File: config.mk
export PLATFORM = sky130hd
export DESIGN_NAME = midi_tx_scheduler
export DESIGN_NICKNAME = d
export VERILOG_FILES = /design/src/rtl/midi_pkg.sv /design/src/rtl/midi_tx_scheduler_rr_arbiter.sv /design/src/rtl/midi_tx_scheduler.sv
export SDC_FILE = /design/constraint.sdc
export NUM_CORES = 1
export LEC_CHECK = 0
export BUFFER_PORTS_ARGS = -buffer_cell sky130_fd_sc_hd__clkbuf_2
export CAP_MARGIN = 20
export CORE_ASPECT_RATIO = 1.75
export CORE_MARGIN = 1
export CORE_UTILIZATION = 50
export CTS_BUF_LIST = sky130_fd_sc_hd__clkbuf_8 sky130_fd_sc_hd__clkbuf_16
export DETAILED_ROUTE_END_ITERATION = 7
export MAX_ROUTING_LAYER = met4
export PLACE_DENSITY_LB_ADDON = 0.1
export SLEW_MARGIN = 20
export SYNTH_ARGS = -nofsm -noshare
export SYNTH_HDL_FRONTEND = slang
export SYNTH_SLANG_ARGS = --single-unit
File: constraint.sdc
create_clock -name clk -period 8.2 [get_ports clk]
set_input_delay 2.05 -clock clk [delete_from_list [all_inputs] [get_ports clk]]
set_output_delay 2.05 -clock clk [all_outputs]
set_load 0.02 [all_outputs]
File: src/rtl/midi_pkg.sv
// Shared types and constants for the MIDI transmit scheduler.
// Holds the FSM state encoding, the MIDI status-byte ranges and small
// classification helpers used by the scheduler.
package midi_pkg;

    typedef enum logic [1:0] {
        ST_IDLE = 2'd0,
        ST_LOAD = 2'd1,
        ST_SEND = 2'd2,
        ST_NEXT = 2'd3
    } state_t;

    // Width of the requester index presented on grant_id
    localparam int GRANT_W = 3;

    // MIDI status byte ranges
    localparam logic [7:0] CV_LO = 8'h80;   // channel voice
    localparam logic [7:0] CV_HI = 8'hEF;
    localparam logic [7:0] SC_LO = 8'hF0;   // system common
    localparam logic [7:0] SC_HI = 8'hF7;
    localparam logic [7:0] RT_LO = 8'hF8;   // real-time
    localparam logic [7:0] RT_HI = 8'hFF;

    function automatic logic is_chan_voice(input logic [7:0] s);
        return (s >= CV_LO) && (s <= CV_HI);
    endfunction

    function automatic logic is_sys_common(input logic [7:0] s);
        return (s >= SC_LO) && (s <= SC_HI);
    endfunction

    // A zero length field still carries the status byte
    function automatic logic [1:0] eff_len(input logic [1:0] l);
        return (l == 2'd0) ? 2'd1 : l;
    endfunction

endpackage

File: src/rtl/midi_tx_scheduler_rr_arbiter.sv
// Round-robin arbiter: one-hot grant plus index, search starts one past
// the last requester that was advanced past.
module rr_arbiter #(
    parameter int N = 4
) (
    input  logic                  clk,
    input  logic                  rst,
    input  logic [N-1:0]          req,
    input  logic                  advance,
    output logic [N-1:0]          grant,
    output logic [2:0]            grant_idx
);

    localparam int IW = (N > 1) ? $clog2(N) : 1;

    logic [2:0] ptr_q;
    logic [2:0] ptr_d;

    // Scan from the pointer with wrap-around and take the first pending request
    always_comb begin
        int   k;
        logic found;
        k         = 0;
        found     = 1'b0;
        grant     = '0;
        grant_idx = '0;
        for (int i = 0; i < N; i++) begin
            k = int'(ptr_q) + i;
            if (k >= N) k = k - N;
            if (!found && req[IW'(k)]) begin
                found            = 1'b1;
                grant[IW'(k)]    = 1'b1;
                grant_idx        = 3'(k);
            end
        end
    end

    // Move the pointer just past the requester that was granted
    always_comb begin
        ptr_d = ptr_q;
        if (advance && (|req)) begin
            ptr_d = (int'(grant_idx) == N - 1) ? 3'd0 : grant_idx + 3'd1;
        end
    end

    // Pointer register
    always_ff @(posedge clk) begin
        if (rst) ptr_q <= '0;
        else     ptr_q <= ptr_d;
    end

endmodule

File: src/rtl/midi_tx_scheduler.sv
// MIDI transmit scheduler: picks one pending message round-robin, then
// feeds its bytes (status, data1, data2) one at a time to a UART byte
// transmitter, waiting for uart_done between bytes.
// Optional feature macro: MIDI_RUNNING_STATUS_EN (running-status
// compression of repeated channel-voice status bytes).
module midi_tx_scheduler
    import midi_pkg::*;
#(
    parameter int NUM_REQ = 4
) (
    input  logic                   clk,
    input  logic                   rst,
    input  logic [NUM_REQ-1:0]     req_valid,
    output logic [NUM_REQ-1:0]     req_ready,
    input  logic [NUM_REQ*8-1:0]   req_status,
    input  logic [NUM_REQ*8-1:0]   req_data1,
    input  logic [NUM_REQ*8-1:0]   req_data2,
    input  logic [NUM_REQ*2-1:0]   req_len,
    output logic                   uart_valid,
    output logic [7:0]             uart_data,
    input  logic                   uart_done,
    input  logic                   uart_idle,
    output logic                   busy,
    output logic [GRANT_W-1:0]     grant_id
);

    state_t               state_q, state_d;
    logic [NUM_REQ-1:0]   req_ready_q, req_ready_d;
    logic                 uart_valid_q, uart_valid_d;
    logic [7:0]           uart_data_q, uart_data_d;
    logic                 busy_q, busy_d;
    logic [GRANT_W-1:0]   grant_id_q, grant_id_d;
    logic [1:0]           byte_idx_q, byte_idx_d;
    logic [7:0]           msg_status_q, msg_status_d;
    logic [7:0]           msg_d1_q, msg_d1_d;
    logic [7:0]           msg_d2_q, msg_d2_d;
    logic [1:0]           msg_len_q, msg_len_d;
`ifdef MIDI_RUNNING_STATUS_EN
    logic [7:0]           last_status_q, last_status_d;
`endif

    logic                 start;
    logic                 skip_status;
    logic [1:0]           nxt_idx;
    logic [NUM_REQ-1:0]   arb_grant;
    logic [2:0]           arb_idx;

    function automatic logic [7:0] pick_byte(input logic [1:0] idx, input logic [7:0] s,
                                             input logic [7:0] d1, input logic [7:0] d2);
        case (idx)
            2'd0:    return s;
            2'd1:    return d1;
            default: return d2;
        endcase
    endfunction

    // Requesters are only considered while idle and the UART is free
    assign start = (state_q == ST_IDLE) && (|req_valid) && uart_idle;

    rr_arbiter #(.N(NUM_REQ)) u_arb (
        .clk       (clk),
        .rst       (rst),
        .req       (req_valid),
        .advance   (start),
        .grant     (arb_grant),
        .grant_idx (arb_idx)
    );

    // Next-state and next-output logic for the message scheduler
    always_comb begin
        state_d      = state_q;
        req_ready_d  = '0;
        uart_valid_d = uart_valid_q;
        uart_data_d  = uart_data_q;
        grant_id_d   = grant_id_q;
        byte_idx_d   = byte_idx_q;
        msg_status_d = msg_status_q;
        msg_d1_d     = msg_d1_q;
        msg_d2_d     = msg_d2_q;
        msg_len_d    = msg_len_q;
        skip_status  = 1'b0;
        nxt_idx      = byte_idx_q + 2'd1;
`ifdef MIDI_RUNNING_STATUS_EN
        last_status_d = last_status_q;
`endif
        case (state_q)
            ST_IDLE: begin
                if (start) begin
                    state_d      = ST_LOAD;
                    req_ready_d  = arb_grant;
                    grant_id_d   = arb_idx;
                    msg_status_d = req_status[int'(arb_idx)*8 +: 8];
                    msg_d1_d     = req_data1[int'(arb_idx)*8 +: 8];
                    msg_d2_d     = req_data2[int'(arb_idx)*8 +: 8];
                    msg_len_d    = eff_len(req_len[int'(arb_idx)*2 +: 2]);
                end
            end
            ST_LOAD: begin
`ifdef MIDI_RUNNING_STATUS_EN
                skip_status = is_chan_voice(msg_status_q) && (msg_status_q == last_status_q)
                              && (msg_len_q >= 2'd2);
`endif
                byte_idx_d   = skip_status ? 2'd1 : 2'd0;
                uart_valid_d = 1'b1;
                uart_data_d  = pick_byte(byte_idx_d, msg_status_q, msg_d1_q, msg_d2_q);
                state_d      = ST_SEND;
            end
            ST_SEND: begin
                // Drop the request on the same edge done is seen so the UART never restarts
                if (uart_done) begin
                    uart_valid_d = 1'b0;
                    state_d      = ST_NEXT;
`ifdef MIDI_RUNNING_STATUS_EN
                    if (byte_idx_q == 2'd0) begin
                        if (is_chan_voice(msg_status_q))      last_status_d = msg_status_q;
                        else if (is_sys_common(msg_status_q)) last_status_d = 8'h00;
                    end
`endif
                end
            end
            ST_NEXT: begin
                if (nxt_idx < msg_len_q) begin
                    byte_idx_d   = nxt_idx;
                    uart_valid_d = 1'b1;
                    uart_data_d  = pick_byte(nxt_idx, msg_status_q, msg_d1_q, msg_d2_q);
                    state_d      = ST_SEND;
                end else begin
                    state_d = ST_IDLE;
                end
            end
            default: state_d = ST_IDLE;
        endcase
        busy_d = (state_d != ST_IDLE);
    end

    // Control state and registered outputs
    always_ff @(posedge clk) begin
        if (rst) begin
            state_q      <= ST_IDLE;
            req_ready_q  <= '0;
            uart_valid_q <= 1'b0;
            uart_data_q  <= 8'hFF;
            busy_q       <= 1'b0;
            grant_id_q   <= '0;
            byte_idx_q   <= '0;
`ifdef MIDI_RUNNING_STATUS_EN
            last_status_q <= 8'h00;
`endif
        end else begin
            state_q      <= state_d;
            req_ready_q  <= req_ready_d;
            uart_valid_q <= uart_valid_d;
            uart_data_q  <= uart_data_d;
            busy_q       <= busy_d;
            grant_id_q   <= grant_id_d;
            byte_idx_q   <= byte_idx_d;
`ifdef MIDI_RUNNING_STATUS_EN
            last_status_q <= last_status_d;
`endif
        end
    end

    // Latched message payload; only meaningful after a LOAD
    always_ff @(posedge clk) begin
        msg_status_q <= msg_status_d;
        msg_d1_q     <= msg_d1_d;
        msg_d2_q     <= msg_d2_d;
        msg_len_q    <= msg_len_d;
    end

    assign req_ready  = req_ready_q;
    assign uart_valid = uart_valid_q;
    assign uart_data  = uart_data_q;
    assign busy       = busy_q;
    assign grant_id   = grant_id_q;

endmodule

### Word-level counts from Yosys, hierarchy flattened

Cells that the tools add are included.

| word-level totals | value |
|---|---|
| register bits | 50 |
| input port bits | 112 |
| output and inout port bits | 17 |

| cells by class | value |
|---|---|
| add/sub/neg operators | 9 |
| magnitude comparators | 13 |
| eq/ne operators | 7 |
| shifts and indexed selects | 4 |
| mux-type cells | 48 |
| bitwise logic cells | 5 |
| reductions and logical operators | 24 |

Operators with widths:

| kind | count |
|---|---|
| indexed part select 32 x 7 -> 8 bit | 3 |
| case mux 8 bit (2 select lines) | 2 |
| two-way mux 3 bit | 9 |
| two-way mux 1 bit | 17 |
| less-than comparator 2 x 4 -> 1 bit, second input constant | 4 |
| two-way mux 4 bit | 4 |
| >= comparator 4 x 3 -> 1 bit, second input constant | 3 |
| OR 4 bit | 3 |
| subtractor 3 bit, second input constant | 4 |
| logical AND 1 bit | 10 |
| adder 3 x 2 -> 4 bit, second input constant | 2 |
| binary-select mux 1 bit (select 2 bit) | 4 |
| demux 1 bit (select 2 bit) | 4 |
| >= comparator 2 x 1 -> 1 bit, second input constant | 4 |
| two-way mux 2 bit | 4 |
| two-way mux 8 bit | 1 |
| case mux 2 bit (4 select lines) | 1 |
| indexed part select 8 x 5 -> 2 bit | 1 |
| logical NOT 2 bit | 3 |
| adder 3 x 1 -> 4 bit, second input constant | 1 |
| equality test 2 x 1 -> 1 bit, second input constant | 2 |
| equality test 2 bit, second input constant | 2 |
| != test 2 bit, second input constant | 2 |
| case mux 2 bit (2 select lines) | 1 |
| 14 further kinds | 19 |

### Depth between registers and ports, before layout

| depth | value |
|---|---|
| word-level depth | 17 |
| mapped depth | 15 |

### Cells and area by module

Synthesis repeated with hierarchy kept, for this count alone.

| second synthesis, totals | value |
|---|---|
| cells, all modules | 274 |
| area total of the unflattened synthesis | 3,310.7 um2 |

By module, submodules not included:

| module | instances | cells an instance | area each (um2) | sequential area each (um2) |
|---|---|---|---|---|
| midi_tx_scheduler | 1 | 202 | 2,615.0 | 1,201.2 |
| rr_arbiter | 1 | 72 | 695.7 | 60.1 |

### Least setup slack after synthesis

No wires, ideal clock.

| path | value |
|---|---|
| path kind | in2reg |
| start point | input req_valid[2] |
| end point | register msg_d1_q[3], data pin |
| setup time | 0.264 ns |
| arrival | 4.032 ns |
| required time | 7.936 ns |
| path slack | 3.904 ns |
| cell stages on the path | 10 |
| path buffers | 4 |
| path through | clkbuf_1 > mux4_2 > nor4b_2 > a32o_1 > and2_1 > buf_6 > nand2b_1 > buf_6 > buf_6 > o22ai_2 |

| between the ends | value |
|---|---|
| word-level cells in the longest chain between the ends | 14 |
| elaborated cells between the ends (all ways) | 26 |
| those cells by class | shift (1); mux (19); reduce/logical (6) |

RTL lines:

| what | RTL line | source |
|---|---|---|
| start: declaration | midi_tx_scheduler.sv:13 | `input logic [NUM_REQ-1:0] req_valid,` |
| binary-select mux 1 bit (select 2 bit) | midi_tx_scheduler_rr_arbiter.sv:30 | `if (!found && req[IW'(k)]) begin` |
| two-way mux 1 bit (not written as such) (2 in a row) | midi_tx_scheduler_rr_arbiter.sv:30 |  |
| two-way mux 1 bit | midi_tx_scheduler_rr_arbiter.sv:30 |  |
| logical NOT 1 bit | midi_tx_scheduler_rr_arbiter.sv:30 |  |
| logical AND 1 bit | midi_tx_scheduler_rr_arbiter.sv:30 |  |
| two-way mux 1 bit | midi_tx_scheduler_rr_arbiter.sv:30 |  |
| logical NOT 1 bit | midi_tx_scheduler_rr_arbiter.sv:30 |  |
| logical AND 1 bit | midi_tx_scheduler_rr_arbiter.sv:30 |  |
| two-way mux 1 bit | midi_tx_scheduler_rr_arbiter.sv:30 |  |
| logical NOT 1 bit | midi_tx_scheduler_rr_arbiter.sv:30 |  |
| logical AND 1 bit | midi_tx_scheduler_rr_arbiter.sv:30 |  |
| two-way mux 3 bit * | midi_tx_scheduler_rr_arbiter.sv:30 |  |
| indexed part select 32 x 7 -> 8 bit * | midi_tx_scheduler.sv:93 | `msg_d1_d = req_data1[int'(arb_idx)*8 +: 8];` |
| end signal: assignment | midi_tx_scheduler.sv:166 | `msg_d1_q <= msg_d1_d;` |
| end: declaration | midi_tx_scheduler.sv:35 | `logic [7:0] msg_d1_q, msg_d1_d;` |

Every way passes the cells marked *; elsewhere a longest branch is shown, timed or not. The select of a mux whose other input is x is not followed.
A chain may end at the register's enable or synchronous reset.

### Final worst setup path

| path | value |
|---|---|
| start point | input req_valid[2] |
| end point | register msg_len_q[0], data pin |

| between the ends | value |
|---|---|
| word-level cells in the longest chain between the ends | 15 |
| elaborated cells between the ends (all ways) | 27 |
| those cells by class | shift (1); mux (19); reduce/logical (7) |

RTL lines:

| what | RTL line | source |
|---|---|---|
| binary-select mux 1 bit (select 2 bit) | midi_tx_scheduler_rr_arbiter.sv:30 |  |
| two-way mux 1 bit (not written as such) (2 in a row) | midi_tx_scheduler_rr_arbiter.sv:30 |  |
| two-way mux 1 bit | midi_tx_scheduler_rr_arbiter.sv:30 |  |
| logical NOT 1 bit | midi_tx_scheduler_rr_arbiter.sv:30 |  |
| logical AND 1 bit | midi_tx_scheduler_rr_arbiter.sv:30 |  |
| two-way mux 1 bit | midi_tx_scheduler_rr_arbiter.sv:30 |  |
| logical NOT 1 bit | midi_tx_scheduler_rr_arbiter.sv:30 |  |
| logical AND 1 bit | midi_tx_scheduler_rr_arbiter.sv:30 |  |
| two-way mux 1 bit | midi_tx_scheduler_rr_arbiter.sv:30 |  |
| logical NOT 1 bit | midi_tx_scheduler_rr_arbiter.sv:30 |  |
| logical AND 1 bit | midi_tx_scheduler_rr_arbiter.sv:30 |  |
| two-way mux 3 bit * | midi_tx_scheduler_rr_arbiter.sv:30 |  |
| indexed part select 8 x 5 -> 2 bit * | midi_tx_scheduler.sv:95 | `msg_len_d = eff_len(req_len[int'(arb_idx)*2 +: 2]);` |
| logical NOT 2 bit | midi_pkg.sv:34 | `return (l == 2'd0) ? 2'd1 : l;` |
| end signal: assignment | midi_tx_scheduler.sv:168 | `msg_len_q <= msg_len_d;` |
| end: declaration | midi_tx_scheduler.sv:37 | `logic [1:0] msg_len_q, msg_len_d;` |

Marks and branches as above.

==> reports/results.md <==
| Metric | Reported |
|---|---|
| Final count of negative-setup-slack endpoints | 0 |
| Hold-fix buffers, CTS | 0 |
| Post-route minimum period | 4.65 ns |
| Row cnt | 39 |
| Worst slack at placement | 3.26 ns |
| Type of element capturing the critical path | flop |
| Slew at the pin closest to its max-slew limit | 0.792 ns |
| Critical path class | input port to flop |
| Horiz. Die Dim | 64.7 um |
| Post-route total power | 1.02 mW |
| DR pass1 iterations | 4 |
| Filler instances | 632 |
| Req. time, crit path | 8.23 ns |
| Final Hold Viols | 0 |
| H-tree levels | 2 |
| NumNets Final | 572 |
| Tightest Hold Check Type | flop to flop |
| Commonest non-fill, non-tap cells in the layout | 128 x sky130_fd_sc_hd__clkbuf_2, 55 x sky130_fd_sc_hd__mux2i_1, 28 x sky130_fd_sc_hd__a21oi_1 |
| Switching power as a share of total power | 34.5% |
| Buffers added on ports | 128 |
| Biggest area contributors in the synthesized netlist | sky130_fd_sc_hd__edfxtp_1 23%, sky130_fd_sc_hd__mux2i_1 16%, sky130_fd_sc_hd__dfxtp_1 14% |
| Netlist cell types | 49 |
| Cell Count Post-Placement | 523 |
| Worst clock skew | 0.00668 ns |
| ANT nets after route | 0 |
| Clock Sink Count | 50 |
| Via-per-instance ratio | 5.62 |
| Sequential Power Share | 34.1% |
| Inserted Diodes | 0 |
| Post-route insts no fill | 531 |
| Area enclosed by the die boundary | 7240 um2 |
| Max-cap violation count | 0 |
| Launching element type of the critical path | input port |
| Total track usage | 25.2% |
| Asr flop ratio synth | 0% |
| Clock tree from TritonCTS | yes |
| Gate power share | 43.5% |
| Proportion of power drawn by the clock network | 22.4% |
| Fmax | 215 MHz |
| Pin count of the biggest net entering global routing | 53 |
| DRC violation count after routing | 0 |
| Worst slew margin relative to its limit | 47.2% |
| Cell at the root of the clock tree | sky130_fd_sc_hd__clkbuf_16 |
| Worst path cell trace | clkbuf_2 -> mux4_2 -> nand2b_1 -> nand2_1 -> a21o_2 -> buf_4 -> mux2_2 -> o32a_1 |
| Via count of the first global-routing pass | 2950 |
| RePlAce Congestion | 0.810 |
| Leakage component of the power | 1.89 nW |
| Post-synthesis average cell area | 10.3 um2 |
| Finished Core Util | 64.0% |
| Switching power | 352 uW |
| Internal power consumption | 667 uW |
| Pwr dens | 242 nW/um2 |
| I/O Pins | 129 |
| Wire per inst | 16.1 um |
| Clock Latency Late Sink | 0.29 ns |
| Reg clk slew, reported paths | 0.07 ns |
| Run status | finished clean |
| Post-cts sizing count | 0 |
| Top cell type's share of synthesized area | 22.7% |
| Arrival time of the worst setup path | 4.68 ns |
| Post-Syn Instances | 336 |
| Period Utilization, post-route | 56.7% |
| Post-route worst setup slack | 3.55 ns |
| Max Root-Sink Buffers | 2 |
| Most common cell after layout, fill and taps aside | sky130_fd_sc_hd__clkbuf_2 |
| RSZ-0062 raised after global routing | false |
| Sequential element share of the synthesized area | 36.6% |
| First-pass GRT wire length | 13500 um |
| Library cell occupying the most area in the post-synthesis netlist | sky130_fd_sc_hd__edfxtp_1 |
| Longest individual stage delay on the worst path | 0.63 ns |
| Post-DP HPWL | 6710 um |
| Residual overflow from global routing | 0 |
| Aggregate routed wire length | 8530 um |
| #FFs+latches synth | 50 |
| Net count after synthesis | 460 |
| Commonest register cell after synthesis | sky130_fd_sc_hd__edfxtp_1 |
| Final Slew Violations | 0 |
| Number of vias after detailed routing | 2985 |
| CORE AREA | 6590 um2 |
| Syn-to-layout area delta | 22.3% |
| Worst-path maximum fanout | 52 |
| Number of violations reported at the end of detailed-routing iteration 0 | 88 |
| Setup Buffers After CTS | 0 |
| Post-route setup TNS | 0 ns |
| Die Ht | 112 um |
| Crit-path slowest cell | sky130_fd_sc_hd__buf_4 |
| Starting utilization of the core area | 52.3% |
| Number of flops mapped to enable cells by yosys | 26 |
| Number of CTS-inserted buffers | 5 |
| Initial antenna violation count | 0 |
| Share of layout cells above drive strength 1 | 38.5% |
| Yosys warnings | 0 |
| Area of the mapped netlist | 3440 um2 |
| Worst voltage drop across the vdd grid | 165 uV |
-- worst max-delay path: cells and delay by family --
kind,cells,cell delay (ns)
muxes,2,1.03
buffers and inverters,2,0.80
AOI/OAI and AO/OA,2,0.46
and+or+nand+nor,2,0.34
-- power by group through the flow --
stage / clock (mW) / combinational [mW] / sequential, mW
2_1_floorplan: 0 / 0.365 / 0.352
3_3_place_gp: 0 / 0.439 / 0.353
3_5_place_dp: 0 / 0.447 / 0.353
4_1_cts: 0.232 / 0.448 / 0.348
5_1_grt: 0.241 / 0.482 / 0.352
6_report: 0.229 / 0.443 / 0.347
-- sequential cells by signal, indices dropped and copies added, names as in the netlist --
register,flops
grant_id,3
uart_data,8
uart_valid,1
msg_len_q,2
state_q,2
req_ready,4
msg_status_q,8
msg_d1_q,8
msg_d2_q,8
u_arb.ptr_q,3
byte_idx_q,2
busy,1
-- logic make-up after synthesis --
family | count (synthesis) | share of synthesized area [%]
AO/OA/AOI/OAI | 97 | 22.4
AND/OR/NAND/NOR | 71 | 9.70
buffers and inverters | 42 | 6.61
adder cells (fa/ha/maj) | 12 | 4.36
flip-flops | 50 | 36.6
multiplexers | 64 | 20.3
-- final timing paths --
check | slack, ns | to | cells past startpoint | startpoint
min reg2reg | 0.44 | uart_valid$_SDFFE_PP0P_ | 2 | uart_valid$_SDFFE_PP0P_
max reg2reg | 3.80 | msg_len_q[0]$_SDFFCE_PN1N_ | 9 | u_arb.ptr_q[1]$_SDFFE_PP0P_
max | 3.55 | msg_len_q[0]$_SDFFCE_PN1N_ | 8 | req_valid[2]
min | 0.44 | uart_valid$_SDFFE_PP0P_ | 2 | uart_valid$_SDFFE_PP0P_
-- cell type report --
cell class                 count  area (um2)  area share [%]
multi-input combinational    244        1960            46.4
sequential                    50        1260            29.9
timing repair buffer         132         674            16.0
clock buffer                   5         125            2.97
tap                           82         103            2.43
inverter                      15        56.3            1.34
clock inverter                 3        37.5           0.891
-- Yosys cell counts (5+ instances only) --
| cell type | number |
|---|---|
| sky130_fd_sc_hd__o211ai_1 | 14 |
| sky130_fd_sc_hd__a22oi_1 | 9 |
| sky130_fd_sc_hd__ha_1 | 12 |
| sky130_fd_sc_hd__edfxtp_1 | 26 |
| sky130_fd_sc_hd__o22ai_2 | 20 |
| sky130_fd_sc_hd__a21oi_1 | 28 |
| sky130_fd_sc_hd__nor2_1 | 25 |
| sky130_fd_sc_hd__buf_6 | 8 |
| sky130_fd_sc_hd__mux2i_1 | 55 |
| sky130_fd_sc_hd__nand2_1 | 22 |
| sky130_fd_sc_hd__dfxtp_1 | 24 |
| sky130_fd_sc_hd__buf_2 | 5 |
| sky130_fd_sc_hd__inv_1 | 14 |
| sky130_fd_sc_hd__clkbuf_1 | 11 |
| sky130_fd_sc_hd__o22ai_1 | 5 |
-- through the flow --
| step | hold WS [ns] | cell area [um2] |
|---|---|---|
| global placement | 0.431 | 4040 |
| finish | 0.441 | 4210 |
| detailed placement | 0.438 | 4050 |
| floorplan | 0.449 | 3440 |
| global route | 0.474 | 4210 |
| CTS | 0.447 | 4210 |
-- layer usage --
metal	track usage (%)	vias to the layer above	routed length, um
met4	10.8	0	315
met5	-	-	0
met2	50.7	104	4990
met3	3.18	18	304
li1	-	1479	-
met1	21.7	1384	2920
No activity file was read; power rests on OpenSTA's default activity.
